**src/rtl/pipe_ctrl_pkg.sv**
```systemverilog
// Shared encodings for the pipeline sequencing controller: stall vectors,
// controller states and the default redirect address width.
package pipe_ctrl_pkg;

    localparam logic [5:0] STALL_NONE = 6'b000000;
    localparam logic [5:0] STALL_ID   = 6'b000111;
    localparam logic [5:0] STALL_EX   = 6'b001111;

    localparam int ADDR_W_DEF = 32;

    typedef enum logic [1:0] {
        ST_IDLE  = 2'd0,
        ST_DIV   = 2'd1,
        ST_FLUSH = 2'd2
    } state_e;

    // One extra bit beyond the largest preload so the counter never wraps.
    function automatic int cnt_width(input int a, input int b);
        return $clog2((a > b) ? a : b) + 1;
    endfunction

endpackage

```
**src/rtl/pipe_ctrl.sv**
```systemverilog
// Pipeline sequencing controller: per-stage stall vector, multi-cycle divide
// sequencing in EX, and flush/redirect on exceptions.
module pipe_ctrl
    import pipe_ctrl_pkg::*;
#(
    parameter int DIV_CYCLES   = 32,
    parameter int FLUSH_CYCLES = 1,
    parameter int ADDR_W       = ADDR_W_DEF
) (
    input  logic              clk,
    input  logic              rst,
    input  logic              stallreq_id_i,
    input  logic              stallreq_ex_i,
    input  logic              div_start_i,
    input  logic              excp_valid_i,
    input  logic [ADDR_W-1:0] excp_pc_i,
    output logic [5:0]        stall_o,
    output logic              flush_o,
    output logic [ADDR_W-1:0] new_pc_o,
    output logic              div_busy_o,
    output logic              div_done_o
);

    localparam int CNT_W = cnt_width(DIV_CYCLES, FLUSH_CYCLES);
    localparam logic [CNT_W-1:0] DIV_LOAD   = CNT_W'(DIV_CYCLES - 1);
    localparam logic [CNT_W-1:0] FLUSH_LOAD = CNT_W'(FLUSH_CYCLES - 1);
    localparam logic [CNT_W-1:0] CNT_ONE    = CNT_W'(1);

    state_e            state_q, state_d;
    logic [CNT_W-1:0]  cnt_q, cnt_d;
    logic              flush_q, flush_d;
    logic [ADDR_W-1:0] new_pc_q, new_pc_d;
    logic              div_busy_q, div_busy_d;
    logic              div_done_q, div_done_d;
    logic [5:0]        req_stall;

    assign req_stall = stallreq_ex_i ? STALL_EX :
                       stallreq_id_i ? STALL_ID : STALL_NONE;

    // The down-counter serves both DIV and FLUSH since they never overlap.
    // The final DIV cycle (cnt==0) already behaves like IDLE for stalls, so
    // the pipeline is held exactly DIV_CYCLES cycles including the issue cycle.
    always_comb begin
        state_d    = state_q;
        cnt_d      = cnt_q;
        flush_d    = 1'b0;
        new_pc_d   = new_pc_q;
        div_busy_d = 1'b0;
        div_done_d = 1'b0;
        stall_o    = STALL_NONE;

        case (state_q)
            ST_IDLE: begin
                stall_o = div_start_i ? STALL_EX : req_stall;
                if (div_start_i) begin
                    state_d    = ST_DIV;
                    cnt_d      = DIV_LOAD;
                    div_busy_d = 1'b1;
                    div_done_d = (DIV_LOAD == '0);
                end
            end
            ST_DIV: begin
                if (cnt_q == '0) begin
                    stall_o = req_stall;
                    state_d = ST_IDLE;
                end else begin
                    stall_o    = STALL_EX;
                    div_busy_d = 1'b1;
                    div_done_d = (cnt_q == CNT_ONE);
                    cnt_d      = cnt_q - CNT_ONE;
                end
            end
            ST_FLUSH: begin
                if (cnt_q == '0) begin
                    state_d = ST_IDLE;
                end else begin
                    flush_d = 1'b1;
                    cnt_d   = cnt_q - CNT_ONE;
                end
            end
            default: state_d = ST_IDLE;
        endcase

        // Exceptions pre-empt everything, including a divide in flight.
        if (excp_valid_i) begin
            state_d    = ST_FLUSH;
            cnt_d      = FLUSH_LOAD;
            flush_d    = 1'b1;
            new_pc_d   = excp_pc_i;
            div_busy_d = 1'b0;
            div_done_d = 1'b0;
        end
    end

    always_ff @(posedge clk) begin
        if (rst) begin
            state_q    <= ST_IDLE;
            cnt_q      <= '0;
            flush_q    <= 1'b0;
            new_pc_q   <= '0;
            div_busy_q <= 1'b0;
            div_done_q <= 1'b0;
        end else begin
            state_q    <= state_d;
            cnt_q      <= cnt_d;
            flush_q    <= flush_d;
            new_pc_q   <= new_pc_d;
            div_busy_q <= div_busy_d;
            div_done_q <= div_done_d;
        end
    end

    assign flush_o    = flush_q;
    assign new_pc_o   = new_pc_q;
    assign div_busy_o = div_busy_q;
    assign div_done_o = div_done_q;

endmodule

```
**config.mk**
```make
export PLATFORM = sky130hd
export DESIGN_NAME = pipe_ctrl
export DESIGN_NICKNAME = d
export VERILOG_FILES = /design/src/rtl/pipe_ctrl_pkg.sv /design/src/rtl/pipe_ctrl.sv
export SDC_FILE = /design/constraint.sdc
export NUM_CORES = 1
export LEC_CHECK = 0
export BUFFER_PORTS_ARGS = -buffer_cell sky130_fd_sc_hd__buf_2
export CORE_UTILIZATION = 48
export CTS_CLUSTER_SIZE = 10
export DETAILED_ROUTE_END_ITERATION = 7
export PLACE_DENSITY = 0.79
export SETUP_SLACK_MARGIN = 0.2
export SYNTH_ARGS = -nofsm -noshare
export SYNTH_HDL_FRONTEND = slang
export SYNTH_SLANG_ARGS = --single-unit
```
**constraint.sdc**
```tcl
create_clock -name clk -period 2.6 [get_ports clk]
set_input_delay 0.26 -clock clk [delete_from_list [all_inputs] [get_ports clk]]
set_output_delay 0.26 -clock clk [all_outputs]
set_load 0.01 [all_outputs]
```
==> results.toml, run 1 <==
[run_status]
status = "completed"

[worst_setup_path]
critical_path.cell_chain = "nor4_4 > nand2_2 > o31ai_1 > nand2_1 > buf_2"
cp_top_family = "simple AND/OR/NAND/NOR gates"
cp_max_fo = 8
crit_type = "reg2out"
rr_startpoint = "state_q[0]"
reg2reg_to = "cnt_q[4]"
end_kind = "output port"
required_ns = 2.34
cp-start-kind = "flip-flop"
slowest_delay_ns = 0.39
cp.depth = 5
reg2reg_depth = 6
startpoint = "cnt_q[2]"
rrSetupSlack_ns = 0.76
cp.buffers_inverters = 1
cp.arrival_ns = 1.74
critPathCapture = "stall_o[1]"
cpMaxStageDelayCell = "dfxtp_1"

[synth]
ys_ff_latch = 43
synth_edf_count = 0
avgSynthCellArea_um2 = 9.775
synth_ff_type = "dfxtp_1"
syn_area_um2 = 1828
yosys.area_share.xor_xnor_pct = 0.4791
synth_area_leader_cell = "dfxtp_1"
seq_area_frac_synth_pct = 47.09
ys_top_cells_by_area = "dfxtp_1 (47%), mux2i_1 (18%), nor2_1 (8.2%)"
yosys.area_share.simple_pct = 15.54
synth_adder_area_share_pct = 3.422
synthMuxAreaShare_pct = 18.07
synth_top_family_by_area = "multiplexers"
async_reset_ff_share_pct = 0
syn_inst = 187
yosysWarnings = 0
synth_top_area_share_pct = 47.09
synth-compound-area-share_pct = 9.719
synth.distinct_cells = 34

[sta]
setup-violations-final = 0
slew_viol_final = 0
rsz0062_at_grt = "false"
tns_ns = 0
fin_crit_ns = 2.003
finClkSkew_ns = 0.009579
fmax_ghz = 0.4991
final.period_utilization_pct = 77.06
hold_violations = 0

[flow_run]
cap_violations = 0

[global_route]
grt_pass1_vias = 1290
grtUsageMet3_pct = 6.159
busiest_layer = "met2"
grtUsageMet1_pct = 21.82
grt_antenna_before_repair = 0
grtUsageMet2_pct = 30.05
grt_start_max_net_pins = 36
grt_pass1_wl_um = 5754
track_usage_pct = 18.11
overflow = 0

[clock_tree]
ctsResizeCount = 0
clock_path_buffers = 2
htree_levels = 2
cts_setup_buffers = 0
cts_tree = "yes"
cts.sinks = 43
clock_latency_ns = 0.30
cts-root-buf = "clkbuf_8"
postCtsHoldBufs = 0
numCtsBuffers = 5
cts.clk_slew.worst_paths_ns = 0.09

[min_path]
holdCritPathClass = "in2reg"
hold_start = "excp_pc_i[7]"

[pwr]
power_density_nw_per_um2 = 635.2
ir_drop_mv = 0.2921
total_power_uw = 1462
leakage_uw = 0.001177

[routing]
drtIter0Drc = 65
firstDrtPassIters = 4
via_per_inst = 5.147
vias = 1580
routed_wl_um = 3702
drc = 0
wl_per_cell_um = 12.06
ant_nets = 0

[finish]
diodes = 0
layout_commonest_cell = "buf_2"
area_growth_pct = 25.94
drive_gt1_share_pct = 36.68
design_area_um2 = 2302
final_util_pct = 62.88
nets = 301
n_fill_cell = 312
final_cell_mix = "buf_2 (76), dfxtp_1 (43), nor2_1 (40)"

[floorplan]
die-width_um = 63.71
core_region_area_um2 = 3661
fp.dieH_um = 63.71
ios = 79
fp.dieArea_um2 = 4059
initial_core_util_pct = 49.93
num_rows = 22

[placement]
dp_hpwl_um = 2685
placement.cell_area_um2 = 2210
io_buffers = 76
place.gp.congestion = 0.8974
==> report_power, final <==
part           leakage [µW]  switching, µW  internal (µW)
Combinational      0.000782            169            135
Sequential         0.000354           28.8            699
Clock             0.0000408            238            192
==> how the worst min path moves through the flow <==
| stage | endpoint | slack [ns] | cells after the start |
|---|---|---|---|
| floorplan | new_pc_o[0] | 0.41 | 2 |
| global placement | new_pc_o[16] | 0.47 | 2 |
| detailed placement | new_pc_o[30] | 0.47 | 2 |
| CTS | new_pc_o[30] | 0.19 | 3 |
| global route | new_pc_o[30] | 0.19 | 3 |
| finish | new_pc_o[7] | 0.20 | 3 |
==> cell families after synthesis <==
| kind of cell | count (synthesis) |
|---|---|
| buffers and inverters | 21 |
| flip-flops | 43 |
| multiplexers | 33 |
| XOR/XNOR | 1 |
| other | 1 |
| AO/OA/AOI/OAI | 24 |
| adder cells (fa/ha/maj) | 5 |
| AND/OR/NAND/NOR | 59 |
==> sequential cells by signal (all words and copies together) (netlist names) <==
signal / cells
new_pc_o: 32
cnt_q: 6
state_q: 2
div_busy_o: 1
div_done_o: 1
flush_o: 1
==> tightest hold or removal path, cell delays in order <==
cell and delay, ns:
buf_2 0.07, mux2i_1 0.05, nor2_1 0.07
==> per-layer routing <==
| layer | part of all wire (%) | up-vias |
|---|---|---|
| met5 | 0 | - |
| met4 | 0.76 | 0 |
| met3 | 7.5 | 5 |
| met2 | 48 | 67 |
| met1 | 44 | 731 |
| li1 | - | 777 |
==> cells in the mapped netlist, drive strengths merged (2+ instances only) <==
master,instances
dfxtp,43
nor2,40
mux2i,33
buf,9
a21oi,6
clkbuf,6
inv,6
nand2,6
ha,5
nor3,5
o21ai,5
a311oi,4
o31ai,3
or4,2
==> layout make-up <==
type                       count  area (µm²)  area share (%)
timing repair buffer          78       395.4           17.17
inverter                       6       22.52          0.9783
clock buffer                   5       68.82           2.989
clock inverter                 3       23.77           1.033
multi-input combinational    124       870.8           37.83
tap                           48       60.06           2.609
sequential                    43       860.8           37.39
==> metrics by stage <==
stage	instances	setup WS (ns)	hold slack, ns
after detailed placement	299	0.8155	0.4740
after global placement	299	0.9132	0.4673
after global routing	307	0.5026	0.1900
after CTS	307	0.6066	0.1924
after floorplan	188	0.9911	0.4072
final	307	0.5965	0.1972
No activity file was read; power rests on OpenSTA's default activity.
==> inputs of run 2 (changes only) <==
- ABC_AREA: unset -> 1
- CORE_UTILIZATION: 48 -> 42
- PLACE_DENSITY: 0.79 -> 0.73
- clock period: 2.6 -> 1.7 ns (I/O delays scaled with it)
==> run 2 against run 1 <==
Effect of this change: non-clock buffer count grew 13; largest power group unchanged; sequential share of layout area decreased by 1.9 points; register-to-register slack worse by 0.48 ns; critical path type unchanged; global-route usage up 0.13 points; flip-flop and latch count did not move; critical endpoint is now stall_o[2].
==> results.toml, run 2 <==
[sta]
fin_crit_ns = 1.535
fmax_ghz = 0.6514
hold_violations = 0
finClkSkew_ns = 0.0008120
setup-violations-final = 0
rsz0062_at_grt = "true"
final.period_utilization_pct = 90.30
tns_ns = 0
slew_viol_final = 0

[synth]
synth_area_leader_cell = "dfxtp_1"
syn_inst = 239
ys_top_cells_by_area = "dfxtp_1 (48%), nor2_1 (16%), o21ai_0 (9.7%)"
synth_edf_count = 0
seq_area_frac_synth_pct = 47.61
synth_ff_type = "dfxtp_1"
async_reset_ff_share_pct = 0
syn_area_um2 = 1808
synth_top_area_share_pct = 47.61
synth_most_common_cell = "nor2_1"
synth.distinct_cells = 26
yosysWarnings = 0
ys_ff_latch = 43
synth_common_cells = "nor2_1 (79), dfxtp_1 (43), o21ai_0 (35)"
avgSynthCellArea_um2 = 7.565

[worst_setup_path]
cp.arrival_ns = 1.37
cp_max_fo = 3
rr_startpoint = "state_q[1]"
cp_top_family = "flip-flops"
startpoint = "cnt_q[0]"
critPathCapture = "stall_o[2]"
slowest_delay_ns = 0.33
critical_path.cell_chain = "inv_2 > ha_4 > nand3_4 > a21oi_4 > nand3_2 > buf_2"
crit_type = "reg2out"
cp.buffers_inverters = 2
rrSetupSlack_ns = 0.28
end_kind = "output port"
reg2reg_depth = 9
cp.depth = 6
cpMaxStageDelayCell = "dfxtp_2"
cp-start-kind = "flip-flop"
required_ns = 1.53
reg2reg_to = "cnt_q[5]"

[clock_tree]
clock_path_buffers = 2
postCtsHoldBufs = 0
cts.sinks = 43
numCtsBuffers = 5
cts_tree = "yes"
clock_latency_ns = 0.29
cts-root-buf = "clkbuf_8"
cts.clk_slew.worst_paths_ns = 0.08
htree_levels = 2

[placement]
place.gp.congestion = 0.8207
dp_hpwl_um = 2735
placement.cell_area_um2 = 2225
io_buffers = 76

[pwr]
power_density_nw_per_um2 = 934.1
leakage_uw = 0.001218
ir_drop_mv = 0.5378

[global_route]
grt_antenna_before_repair = 0
track_usage_pct = 18.24
grt_pass1_wl_um = 6348
grt_start_max_net_pins = 33
grt_pass1_vias = 1474
overflow = 0

[floorplan]
num_rows = 23
fp.dieH_um = 67.61
die-width_um = 67.61
ios = 79
core_region_area_um2 = 4058
initial_core_util_pct = 44.56
fp.dieArea_um2 = 4571

[finish]
nets = 367
layout_commonest_cell = "nor2_1"
design_area_um2 = 2442
drive_gt1_share_pct = 38.15
area_growth_pct = 35.09
final_cell_mix = "nor2_1 (79), buf_2 (75), dfxtp_1 (38)"
diodes = 0
largest_register_ffs = 32

[routing]
wl_per_cell_um = 10.66
drc = 0
vias = 1780
via_per_inst = 4.747
drtIter0Drc = 105
routed_wl_um = 3999
ant_nets = 0
firstDrtPassIters = 4

[min_path]
hold_start = "rst"
holdCritPathClass = "in2reg"

[run_status]
status = "completed"

[flow_run]
cap_violations = 0
[run 2: repair_timing]
item	in CTS	in global routing
pin swaps	2	0
gates resized for setup	22	1
buffers inserted	8	1
setup endpoints to repair	4	12
[run 2: kinds of logic after synthesis]
logic type               Yosys count  share of synthesized area [%]
AO/OA/AOI/OAI                     49                          13.91
other                              1                         0.2074
AND/OR/NAND/NOR                  115                          28.17
buffers and inverters             26                          6.643
flip-flops                        43                          47.61
adder cells (fa/ha/maj)            5                          3.460
[run 2: how the worst min path moves through the flow]
stage | cells past startpoint | endpoint | slack (ns)
after global placement | 2 | flush_o | 0.39
after floorplan | 1 | flush_o | 0.24
after global routing | 2 | state_q[1] | 0.06
final | 2 | state_q[1] | 0.07
after detailed placement | 2 | state_q[1] | 0.38
after CTS | 2 | state_q[1] | 0.06
[run 2: metrics by stage]
| stage | instances | hold WS (ns) | total power [µW] | utilization [%] | setup WS [ns] |
|---|---|---|---|---|---|
| final | 375 | 0.06990 | 2281 | 60.19 | 0.1649 |
| after global routing | 375 | 0.06050 | 2405 | 60.19 | 0.09220 |
| after CTS | 374 | 0.06007 | 2283 | 59.94 | 0.1728 |
| after detailed placement | 358 | 0.3820 | 1592 | 54.83 | 0.1831 |
| after global placement | 358 | 0.3866 | 1586 | 54.83 | 0.2451 |
| after floorplan | 240 | 0.2391 | 1443 | - | 0.2064 |
[run 2: where the power goes]
group | switching (µW) | internal, µW
clock | 355 | 288
combinational | 291 | 233
sequential | 36.6 | 1080
[run 2: worst register-to-register path: stages (launching register included)]
cell and delay (ns):
dfxtp_2 0.32, inv_1 0.11, ha_4 0.17, buf_4 0.11, inv_2 0.03, or2_1 0.27, nand2_8 0.13, nand2_4 0.06
nor2_1 0.09, nor2_1 0.05
[run 2: routing by layer]
layer  global-route usage (%)  wire, µm  share of wire [%]
met1                    23.12      1877                 47
met2                    28.59      1784                 45
met3                    5.912       292                7.3
met4                    6.649        45                1.1
met5                        0         0                  0
[run 2: final cells by class]
cell class                 instances  area (µm²)
fill                             372        1615
clock buffer                       6       72.57
tap                               50       62.56
inverter                          12       45.04
clock inverter                     2       12.51
timing repair buffer              91       499.2
sequential                        43       867.1
multi-input combinational        171       883.3
